**config.mk**
```make
export PLATFORM = sky130hd
export DESIGN_NAME = mc_ctrl
export DESIGN_NICKNAME = d
export VERILOG_FILES = /design/src/rtl/mc_ctrl.sv
export SDC_FILE = /design/constraint.sdc
export NUM_CORES = 1
export LEC_CHECK = 0
export ABC_AREA = 1
export CORE_AREA = 2 2 39 41
export CTS_CLUSTER_DIAMETER = 60
export CTS_CLUSTER_SIZE = 40
export DETAILED_ROUTE_END_ITERATION = 7
export DIE_AREA = 0 0 41 43
export DONT_BUFFER_PORTS = 1
export GPL_TIMING_DRIVEN = 1
export PLACE_DENSITY = 0.75
export SLEW_MARGIN = 20
export SYNTH_ARGS = -nofsm -noshare
export SYNTH_HDL_FRONTEND = slang
export SYNTH_SLANG_ARGS = --single-unit
```
**constraint.sdc**
```tcl
create_clock -name clk -period 3.9 [get_ports clk]
set_input_delay 0.585 -clock clk [delete_from_list [all_inputs] [get_ports clk]]
set_output_delay 0.585 -clock clk [all_outputs]
set_load 0.005 [all_outputs]
```
**src/rtl/mc_ctrl.sv**
```systemverilog
// Multi-cycle control FSM for a small LoongArch-style datapath (IF/ID/EX/MEM/WB/HALT).
// Latency: 3 cycles for a branch, 4 for ALU ops and st.w, 5 for ld.w, plus memory wait cycles.
// Backpressure: IF and MEM hold until mem_ack arrives; mem_ack outside a request is ignored.
module mc_ctrl (
    input  logic        clk,
    input  logic        rstn,
    input  logic [31:0] inst,
    input  logic        mem_ack,
    input  logic        alu_zero,
    output logic [2:0]  state,
    output logic [11:0] alu_f,
    output logic [1:0]  alu_a_sel,
    output logic [1:0]  alu_b_sel,
    output logic [1:0]  imm_sel,
    output logic        mem_req,
    output logic        mem_we,
    output logic        ir_we,
    output logic        pc_we,
    output logic        oldpc_we,
    output logic        aluout_we,
    output logic        rf_we,
    output logic        wb_sel,
    output logic        illegal
);

    typedef enum logic [2:0] {
        S_IF   = 3'd0,
        S_ID   = 3'd1,
        S_EX   = 3'd2,
        S_MEM  = 3'd3,
        S_WB   = 3'd4,
        S_HALT = 3'd5
    } st_t;

    localparam logic [11:0] F_ADD  = 12'h001;
    localparam logic [11:0] F_SUB  = 12'h002;
    localparam logic [11:0] F_PASS = 12'h800;

    st_t         cur;
    st_t         nxt;
    logic        is_3r;
    logic [11:0] f3r;
    logic        is_addi, is_ld, is_st, is_lu12i, is_beq, is_bne, legal;
    logic        unused_inst_bits;

    // The low 15 bits hold register/immediate fields that the datapath consumes directly.
    assign unused_inst_bits = ^inst[14:0];

    assign is_addi  = (inst[31:22] == 10'h00A);
    assign is_ld    = (inst[31:22] == 10'h0A2);
    assign is_st    = (inst[31:22] == 10'h0A6);
    assign is_lu12i = (inst[31:25] == 7'h0A);
    assign is_beq   = (inst[31:26] == 6'h16);
    assign is_bne   = (inst[31:26] == 6'h17);
    assign legal    = is_3r | is_addi | is_ld | is_st | is_lu12i | is_beq | is_bne;
    assign state    = cur;

    // 3R opcode decode to the one-hot ALU function
    always_comb begin
        is_3r = 1'b1;
        f3r   = 12'h000;
        case (inst[31:15])
            17'h00020: f3r = 12'h001;  // add.w
            17'h00022: f3r = 12'h002;  // sub.w
            17'h00024: f3r = 12'h004;  // slt
            17'h00025: f3r = 12'h008;  // sltu
            17'h00029: f3r = 12'h010;  // and
            17'h0002A: f3r = 12'h020;  // or
            17'h00028: f3r = 12'h040;  // nor
            17'h0002B: f3r = 12'h080;  // xor
            17'h0002E: f3r = 12'h100;  // sll.w
            17'h0002F: f3r = 12'h200;  // srl.w
            17'h00030: f3r = 12'h400;  // sra.w
            default:   is_3r = 1'b0;
        endcase
    end

    // State register and sticky illegal-opcode flag
    always_ff @(posedge clk or negedge rstn) begin
        if (!rstn) begin
            cur     <= S_IF;
            illegal <= 1'b0;
        end else begin
            cur <= nxt;
            if (cur == S_ID && !legal) illegal <= 1'b1;
        end
    end

    // Next-state logic
    always_comb begin
        nxt = cur;
        case (cur)
            S_IF:   if (mem_ack) nxt = S_ID;
            S_ID:   nxt = legal ? S_EX : S_HALT;
            S_EX: begin
                if (is_beq || is_bne)    nxt = S_IF;
                else if (is_ld || is_st) nxt = S_MEM;
                else                     nxt = S_WB;
            end
            S_MEM:  if (mem_ack) nxt = is_ld ? S_WB : S_IF;
            S_WB:   nxt = S_IF;
            S_HALT: nxt = S_HALT;
            default: nxt = S_IF;
        endcase
    end

    // Moore outputs; the IF write strobes and branch pc_we also qualify on ack/zero.
    // Strobes are forced low while reset is held so nothing reaches memory or the regfile.
    always_comb begin
        alu_f     = F_ADD;
        alu_a_sel = 2'd0;
        alu_b_sel = 2'd0;
        imm_sel   = 2'd0;
        mem_req   = 1'b0;
        mem_we    = 1'b0;
        ir_we     = 1'b0;
        pc_we     = 1'b0;
        oldpc_we  = 1'b0;
        aluout_we = 1'b0;
        rf_we     = 1'b0;
        wb_sel    = 1'b0;
        case (cur)
            S_IF: begin
                mem_req  = 1'b1;
                ir_we    = mem_ack;
                pc_we    = mem_ack;
                oldpc_we = mem_ack;
            end
            S_ID: begin
                alu_a_sel = 2'd2;
                alu_b_sel = 2'd2;
                imm_sel   = 2'd2;
                aluout_we = 1'b1;
            end
            S_EX: begin
                if (is_3r) begin
                    alu_a_sel = 2'd1;
                    alu_b_sel = 2'd1;
                    alu_f     = f3r;
                    aluout_we = 1'b1;
                end else if (is_addi || is_ld || is_st) begin
                    alu_a_sel = 2'd1;
                    alu_b_sel = 2'd2;
                    aluout_we = 1'b1;
                end else if (is_lu12i) begin
                    alu_b_sel = 2'd2;
                    imm_sel   = 2'd1;
                    alu_f     = F_PASS;
                    aluout_we = 1'b1;
                end else begin
                    alu_a_sel = 2'd1;
                    alu_b_sel = 2'd1;
                    alu_f     = F_SUB;
                    pc_we     = is_beq ? alu_zero : !alu_zero;
                end
            end
            S_MEM: begin
                mem_req = 1'b1;
                mem_we  = is_st;
            end
            S_WB: begin
                rf_we  = 1'b1;
                wb_sel = is_ld;
            end
            S_HALT: alu_f = 12'h000;
            default: alu_f = F_ADD;
        endcase
        if (!rstn) begin
            mem_req   = 1'b0;
            mem_we    = 1'b0;
            ir_we     = 1'b0;
            pc_we     = 1'b0;
            oldpc_we  = 1'b0;
            aluout_we = 1'b0;
            rf_we     = 1'b0;
        end
    end

endmodule

```
==> results of run 1 <==
[power breakdown]
part           total, mW  internal, mW  switching (mW)
clock network     0.0518        0.0344          0.0174
registers         0.0680        0.0534          0.0147
logic              0.136        0.0426          0.0930
total              0.255         0.130           0.125
[cells in the final DEF, fill, tap and decap left out, types with 4 or more instances in the layout]
cell / n
a21oi_1: 4
dfrtp_1: 4
inv_1: 20
inv_2: 4
nand2_1: 23
nand3_1: 11
nor2_1: 34
nor2_2: 5
nor3_1: 9
[flip-flops by register name, summed over array words and instances, names as in the netlist]
register  flops
state         3
illegal       1
[metal layers]
layer	wire [um]	vias up	GRT usage, %	part of all wire (%)
met4	8	0	8.000	0.42
met2	1047	40	39.69	55
li1	-	461	-	-
met5	0	-	0	0
met1	713	405	22.51	38
met3	131	2	0.5236	6.9
[cell type report]
| type | count | area share, % |
|---|---|---|
| Multi-Input combinational cell | 113 | 71.30 |
| Clock buffer | 3 | 2.778 |
| Sequential cell | 4 | 12.35 |
| Tap cell | 16 | 2.469 |
| Inverter | 24 | 11.11 |
[stage by stage]
stage	hold slack (ns)	instances	instance area [um2]	util, %	power, mW
final	0.04216	160	810.8	58.59	0.2554
after global routing	0.04146	160	810.8	58.59	0.2747
after CTS	0.04418	160	810.8	58.59	0.2524
after detailed placement	0.2895	157	788.3	56.96	0.2016
after global placement	0.2895	157	788.3	56.96	0.1948
after floorplan	0.2894	144	790.8	-	0.1850
[logic make-up after synthesis]
kind of cell | after synthesis | share of synthesized area [%]
flops | 4 | 12.66
compound gates | 9 | 6.962
simple gates | 103 | 65.03
buf+inv | 27 | 14.24
xor+xnor | 1 | 1.108
[critical path, delay by kind of cell, from the launching register on]
family / cells / cell delay (ns)
simple gates: 3 / 0.61
flops: 1 / 0.43
buf+inv: 2 / 0.19
compound gates: 1 / 0.23
[worst min-delay path by stage]
stage               start  cells past startpoint        to  slack (ns)
global route         rstn                      0   illegal        0.04
CTS                  rstn                      0   illegal        0.04
finish               rstn                      0  state[1]        0.04
floorplan            rstn                      0   illegal        0.29
global placement     rstn                      0   illegal        0.29
detailed placement   rstn                      0   illegal        0.29
==> summary.txt, run 1 <==
Run status
  – Status: complete, no violations

Route
  – Vias per cell: ~5.7
  – Total Wirelength: ~1.9 mm
  – DRT iter0 DRCs: 35
  – DRT antenna net count: 0
  – Drt drc: 0
  – Via count: 908
  – Pre-antenna DRT Iters: 4
  – Wire length per cell: 11.88 um

Logic synthesis
  – FF+latch count, synth: 4
  – Ys Warns: 0
  – Ys flop type: dfrtp_1
  – Most instantiated cells after synthesis: nor2_1, nand2_1, inv_1
  – Cell count after synthesis: roughly 140
  – Seq/Total Area, Yosys: roughly 13%
  – Synth area leader: nor2_1
  – Post-synth EDFFs: 0
  – Cell Area, Synth: slightly below 800 um2
  – Yosys top cell area share: 16.14%
  – Synth cell types: 26
  – Main area contributors after synthesis: nor2_1, dfrtp_1, nand2_1
  – Most frequent cell after synthesis: nor2_1
  – Post-synth ARST share: between 90% and 100%
  – Post-synthesis area per instance: around 5.5 um2
  – Syn nets: 180

Placed design
  – Port Buf Inserts: 0
  – Hpwl dp: 1.612 mm
  – Placer congestion estimate: 0.8393
  – Dpl ws: around 1.6 ns

CTS
  – Worst-skew pair later-pin latency: 0.24 ns
  – CTS resizes: 0
  – Total CTS buffers: 3
  – Clock Tree Buf Depth: 2
  – Root Driver: clkbuf_4
  – Clock sink total: 4
  – Postcts setup bufs: 0
  – Hold_buf cts: 0
  – Clk pin slew, worst setup/hold paths: about 0.040 ns
  – H-tree levels: 1
  – CTS tree: done

Die
  – IO Count: between 60 and 70
  – Die area: about 0.0018 mm2
  – Std-Cell Core Area: 0.001384 mm2
  – Site Rows: 14
  – Die Y: about 43 um
  – Die Span X: approximately 41 um
  – Initial Util: between 50% and 60%

Layout
  – Fin nets: roughly 180
  – Layout cells sized above 1: around 15%
  – Area of the multi-input gates: 578.1 um2
  – Final-layout fill cell count: between 150 and 200
  – Antenna Cells: 0
  – Area Growth Syn to Fin: 2.532%
  – Area occupied by registers: approximately 100 um2

STA
  – Setup_tns: 0 ns
  – Final setup skew: about 0.0025 ns
  – Max-slew violation count: 0
  – Crit share post-route: 58.47%
  – Endpoints failing setup: 0
  – Fmax: 438.5 MHz
  – Post-layout min period: 2.281 ns
  – Worst setup margin: 1.619 ns
  – RSZ-0062 raised after global routing: false
  – Slew HR: between 70% and 80%
  – Worst Tran Pin Value: between 0.4 and 0.5 ns
  – Final Hold Vio Count: 0

Global routing
  – Pin count of the biggest net entering global routing: 10
  – Vias in the first global route: between 700 and 800
  – First-pass GRT wire length: 2.697 mm
  – Initial antenna violation count: 0
  – Total track usage: 21.08%
  – Grt ovf: 0

Worst setup path
  – Crit. End Element: primary output
  – Critical path startpoint category: register
  – Worst path cell trace: nor2_1, inv_1, nor2_2, inv_1, nor2_1, a21boi_1
  – CP max stage delay: around 0.43 ns
  – Worst setup startpoint: state[2]
  – R2r setup slk: around 2.4 ns
  – Critical path class: register to primary output
  – Slowest-stage cell, CP: dfrtp_1
  – Crit path required time: around 3.3 ns
  – Reg2Reg Depth: 9
  – Crit Path Max Fanout: 8
  – RR Startpoint: state[2]
  – Critical Path AT: around 1.7 ns
  – Critical Path End: alu_f[1]
  – RR Endpoint: state[0]

Pwr
  – Pwr Density: roughly 310 mW/mm2
  – Leakage: about 0.42 nW
  – VDD IR max: approximately 120 uV

Job
  – Max-cap violations: 0

Min path
  – Hold WC Path Type: primary input to asynchronous set/reset pin
No activity file was read; power rests on OpenSTA's default activity.
==> run 2, diff against run 1 <==
- CORE_AREA: 2 2 39 41 -> default
- CORE_MARGIN: default -> 1.5
- CORE_UTILIZATION: default -> 61
- DIE_AREA: 0 0 41 43 -> default
- PLACE_DENSITY: 0.75 -> 0.77
- clock period: 3.9 -> 2.25 ns (I/O delays scaled with it)
==> summary.txt, run 2 (synthesis results as in run 1) <==
Pwr
  – VDD IR max: ~540 uV
  – NetSw: around 220 uW
  – Leakage: between 0.4 and 0.5 nW
  – Clock network power share: a little under a fifth
  – Seq pwr share: a little over a quarter
  – Pint: 239.9 uW
  – Sw frac: a little under half
  – Pwr Density: ~550 mW/mm2
  – Total power: 455.4 uW
  – Logic pwr share: between 50% and 60%

Worst setup path
  – Critical path startpoint category: register
  – R2r setup slk: ~0.73 ns
  – Crit. End Element: primary output
  – Critical Path AT: between 1.5 and 2 ns
  – RR Endpoint: state[0]
  – Reg2Reg Depth: 9
  – Worst setup startpoint: state[2]
  – Crit path required time: 1.91 ns
  – Critical path class: register to primary output
  – Crit Path Max Fanout: 8
  – RR Startpoint: state[2]

Layout
  – Max FFs per register: 3
  – Fin nets: between 150 and 200
  – Antenna Cells: 0
  – Most frequent cells in the layout: nor2_1, nand2_1, inv_1
  – Layout cells sized above 1: around 16%
  – Area Growth Syn to Fin: 4.430%
  – Most common cell after layout, fill and taps aside: nor2_1

STA
  – Final setup skew: between 0.004 and 0.005 ns
  – Crit share post-route: about nine tenths
  – Worst Tran Pin Value: 0.3983 ns
  – Fmax: between 400 and 500 MHz
  – Worst setup margin: a little under 0.2 ns
  – Slew HR: between 70% and 80%
  – Setup_tns: 0 ns
  – Max-slew violation count: 0
  – Endpoints failing setup: 0
  – RSZ-0062 raised after global routing: false
  – Final Hold Vio Count: 0
  – Final hold slack: 0.3050 ns
  – Post-layout min period: between 2 and 2.5 ns

Placed design
  – Placer congestion estimate: 0.8325
  – Dpl ws: between 0.4 and 0.5 ns
  – Port Buf Inserts: 0
  – Hpwl dp: ~1.6 mm

CTS
  – Root Driver: clkbuf_4
  – CTS tree: done
  – Hold_buf cts: 1
  – CTS resizes: 0
  – H-tree levels: 1
  – Worst-skew pair later-pin latency: approximately 0.23 ns
  – Clk pin slew, worst setup/hold paths: about 0.04 ns
  – Clock sink total: 4
  – Clock Tree Buf Depth: 2
  – Total CTS buffers: 3
  – Postcts setup bufs: 0

Die
  – Std-Cell Core Area: 0.001156 mm2
  – Initial Util: about two thirds
  – Site Rows: 12
  – Die Y: roughly 39 um
  – Die Span X: slightly below 40 um
  – IO Count: 66
  – Die area: ~0.0015 mm2

Global routing
  – First-pass GRT wire length: 2.753 mm
  – Vias in the first global route: 726
  – Initial antenna violation count: 0
  – Grt ovf: 0
  – Pin count of the biggest net entering global routing: 10
  – Total track usage: 25.69%

Route
  – DRT iter0 DRCs: 27
  – Vias per cell: 5.675
  – DRT antenna net count: 0
  – Drt drc: 0
  – Total Wirelength: between 1.5 and 2 mm
  – Via count: roughly 910
  – Wire length per cell: between 10 and 15 um
  – Pre-antenna DRT Iters: 4

Min path
  – Endpoint, Worst Hold: state[1]
  – HP Start: mem_ack
  – Hold WC Path Type: primary input to register
  – Min-Delay Path Depth: 2

Job
  – Max-cap violations: 0

Run status
  – Status: complete, no violations
## run 2: cell count changes in the layout (fill, tap and decap cells not counted)
cell / delta
buf_4: +1
dlygate4sd3_1: +1
## run 2: worst max-delay path by stage
stage | endpoint | slack [ns] | cells past startpoint
6_report | alu_f[1] | 0.19 | 6
4_1_cts | alu_f[1] | 0.21 | 6
2_1_floorplan | alu_f[1] | 0.64 | 6
3_3_place_gp | alu_f[1] | 0.51 | 6
5_1_grt | alu_f[1] | 0.12 | 6
3_5_place_dp | alu_f[1] | 0.47 | 6
## run 2: worst max-delay path: stages, from the launching register on
cell      delay, ns
dfrtp_1        0.43
nor2_1         0.12
inv_1          0.08
nor2_2         0.32
inv_1          0.13
nor2_1         0.19
a21boi_1       0.22
## run 2: final cells by class
| class | instances | area [um2] |
|---|---|---|
| inverter | 24 | 90.09 |
| clock buffer | 3 | 22.52 |
| fill | 114 | 330.3 |
| multi-input combinational | 113 | 578.1 |
| timing repair buffer | 2 | 17.52 |
| sequential | 4 | 100.1 |
| tap | 14 | 17.52 |
## run 2: power by group through the flow
stage	clock network [mW]	registers, mW	logic [mW]
after floorplan	0	0.115	0.206
after global placement	0	0.119	0.240
after detailed placement	0	0.119	0.245
after CTS	0.0879	0.119	0.248
after global routing	0.0914	0.120	0.281
final	0.0851	0.119	0.251
## run 2: through the flow
stage                     cells  cell area (um2)  util, %
after floorplan             144            790.8        -
after detailed placement    156            793.3    68.61
after global placement      156            793.3    68.61
after global routing        160            825.8    71.43
after CTS                   160            825.8    71.43
final                       160            825.8    71.43
## run 2: per-layer routing
metal  routed length [um]  share of wire [%]  vias to the layer above  global-route usage [%]
li1                     -                  -                      465                       -
met1                  907                 48                      394                   37.15
met2                  796                 42                       49                   42.50
met3                  179                9.5                        0                       0
met4                    0                  0                        0                   5.172
met5                    0                  0                        -                       0
==> run 3, diff against run 2 <==
- CORE_MARGIN: 1.5 -> default
- HOLD_SLACK_MARGIN: default -> 0.03
- SKIP_LAST_GASP: default -> 1
==> summary.txt, run 3 (synthesis results as in run 1) <==
Run status
  – Status: complete, no violations

Pwr
  – NetSw: approximately 220 uW
  – Pint: around 240 uW
  – Sw frac: 47.25%
  – Logic pwr share: between 50% and 60%
  – Seq pwr share: between 20% and 30%
  – Pwr Density: ~550 mW/mm2
  – VDD IR max: around 530 uV
  – Leakage: 0.4299 nW
  – Clock network power share: between 10% and 20%

Worst setup path
  – Critical path class: register to primary output
  – Crit path required time: around 1.9 ns
  – Critical Path AT: 1.55 ns
  – Crit Path Max Fanout: 8
  – Crit. End Element: primary output
  – Worst path cell trace: nor2_1, inv_1, nor2_2, buf_4, inv_1, nor2_1, a21boi_1
  – Critical path startpoint category: register
  – CP max stage delay: 0.43 ns
  – CP top delay family: flip-flops
  – Buf/Inv on CP: 3
  – Slowest-stage cell, CP: dfrtp_1

CTS
  – Clk pin slew, worst setup/hold paths: 0.04 ns
  – CTS tree: done
  – Worst-skew pair later-pin latency: approximately 0.23 ns
  – Total CTS buffers: 3
  – Postcts setup bufs: 0
  – H-tree levels: 1
  – Clock Tree Buf Depth: 2
  – Root Driver: clkbuf_4
  – Clock sink total: 4

Layout
  – Area Growth Syn to Fin: 5.380%
  – Layout cells sized above 1: about 16%
  – Finished Cell Area: between 800 and 900 um2
  – Area of the multi-input gates: 578.1 um2
  – Final-layout fill cell count: approximately 130
  – Most frequent cells in the layout: nor2_1, nand2_1, inv_1
  – Area occupied by registers: around 100 um2
  – Most common cell after layout, fill and taps aside: nor2_1
  – Antenna Cells: 0
  – Max FFs per register: 3
  – Fin nets: approximately 190

Die
  – Site Rows: 12
  – Initial Util: just under 70%
  – IO Count: 66
  – Die Y: around 38 um
  – Die Span X: 38.01 um
  – Std-Cell Core Area: ~0.0012 mm2
  – Die area: 0.001444 mm2

Global routing
  – Vias in the first global route: roughly 750
  – Initial antenna violation count: 0
  – First-pass GRT wire length: 2.925 mm
  – Total track usage: between 20 and 30%
  – GR Util met3: 4.070%
  – Pin count of the biggest net entering global routing: 10
  – Most used routing layer in global routing: met2
  – Routing usage on met1: 40.07%
  – Met2 usage: a little under half
  – Grt ovf: 0

STA
  – Crit share post-route: between 80% and 90%
  – Final Hold Vio Count: 0
  – Endpoints failing setup: 0
  – RSZ-0062 raised after global routing: false
  – Worst Tran Pin Value: about 0.36 ns
  – Post-layout min period: roughly 1.9 ns
  – Setup_tns: 0 ns
  – Fmax: roughly 530 MHz
  – Final setup skew: 0.005935 ns
  – Max-slew violation count: 0
  – Slew HR: about three quarters

Route
  – Via count: between 900 and 1k
  – Vias per cell: 5.596
  – Wire length per cell: 11.80 um
  – Drt drc: 0
  – Total Wirelength: roughly 1.9 mm
  – DRT iter0 DRCs: 19
  – DRT antenna net count: 0
  – Pre-antenna DRT Iters: 4

Placed design
  – Placed cell area: about 800 um2
  – Port Buf Inserts: 0
  – Placer congestion estimate: between 0.8 and 0.9
  – Hpwl dp: approximately 1.5 mm

Min path
  – Hold WC Path Type: primary input to register

Job
  – Max-cap violations: 0
[run 3: worst paths after layout]
path	startpoint	end	slack, ns	cells past startpoint
setup / recovery	state[2]	alu_f[1]	0.37	7
min in group asynchronous	rstn	illegal	0.38	1
hold reg to reg	illegal	illegal	0.51	2
setup reg to reg	state[2]	state[0]	0.81	8
hold / removal	mem_ack	state[1]	0.31	2
max in group asynchronous	rstn	state[1]	1.70	1
[run 3: layer usage]
layer	up-vias	part of all wire [%]	wire (um)
li1	467	-	-
met1	380	50	946
met2	54	41	782
met3	0	9.1	172
met4	0	0	0
met5	-	0	0
[run 3: power by group through the flow]
stage	Combinational [mW]	Clock, mW	Sequential, mW
2_1_floorplan	0.206	0	0.115
3_3_place_gp	0.240	0	0.119
3_5_place_dp	0.244	0	0.119
4_1_cts	0.248	0.0888	0.118
5_1_grt	0.284	0.0902	0.121
6_report	0.250	0.0867	0.119
[run 3: worst reg2reg max path, cell delays in order (launching register included)]
cell	delay, ns
dfrtp_1	0.43
nor3_1	0.30
inv_1	0.11
o21ai_0	0.09
inv_1	0.07
nor2_1	0.14
inv_1	0.06
nand2_1	0.06
nand2_1	0.06
[run 3: stage by stage]
| step | util, % | instances | worst slack [ns] | hold WS, ns | power (mW) |
|---|---|---|---|---|---|
| after floorplan | - | 144 | 0.6394 | 0.04191 | 0.3206 |
| after global placement | 69.26 | 157 | 0.5252 | 0.04203 | 0.3589 |
| after detailed placement | 69.26 | 157 | 0.4948 | 0.04203 | 0.3634 |
| after CTS | 72.08 | 161 | 0.3749 | 0.3031 | 0.4547 |
| after global routing | 72.08 | 161 | 0.2680 | 0.3056 | 0.4951 |
| final | 72.08 | 161 | 0.3672 | 0.3105 | 0.4560 |
[run 3: area by class of cell]
cell class                 count  area share, %
multi-input combinational    113          69.37
clock buffer                   3          2.703
sequential                     4          12.01
timing repair buffer           3          3.003
tap                           14          2.102
inverter                      24          10.81
[run 3: what timing repair did]
action,4_1_cts,5_1_grt
hold endpoints to repair,4,0
hold buffers,1,0
resized for setup,0,0
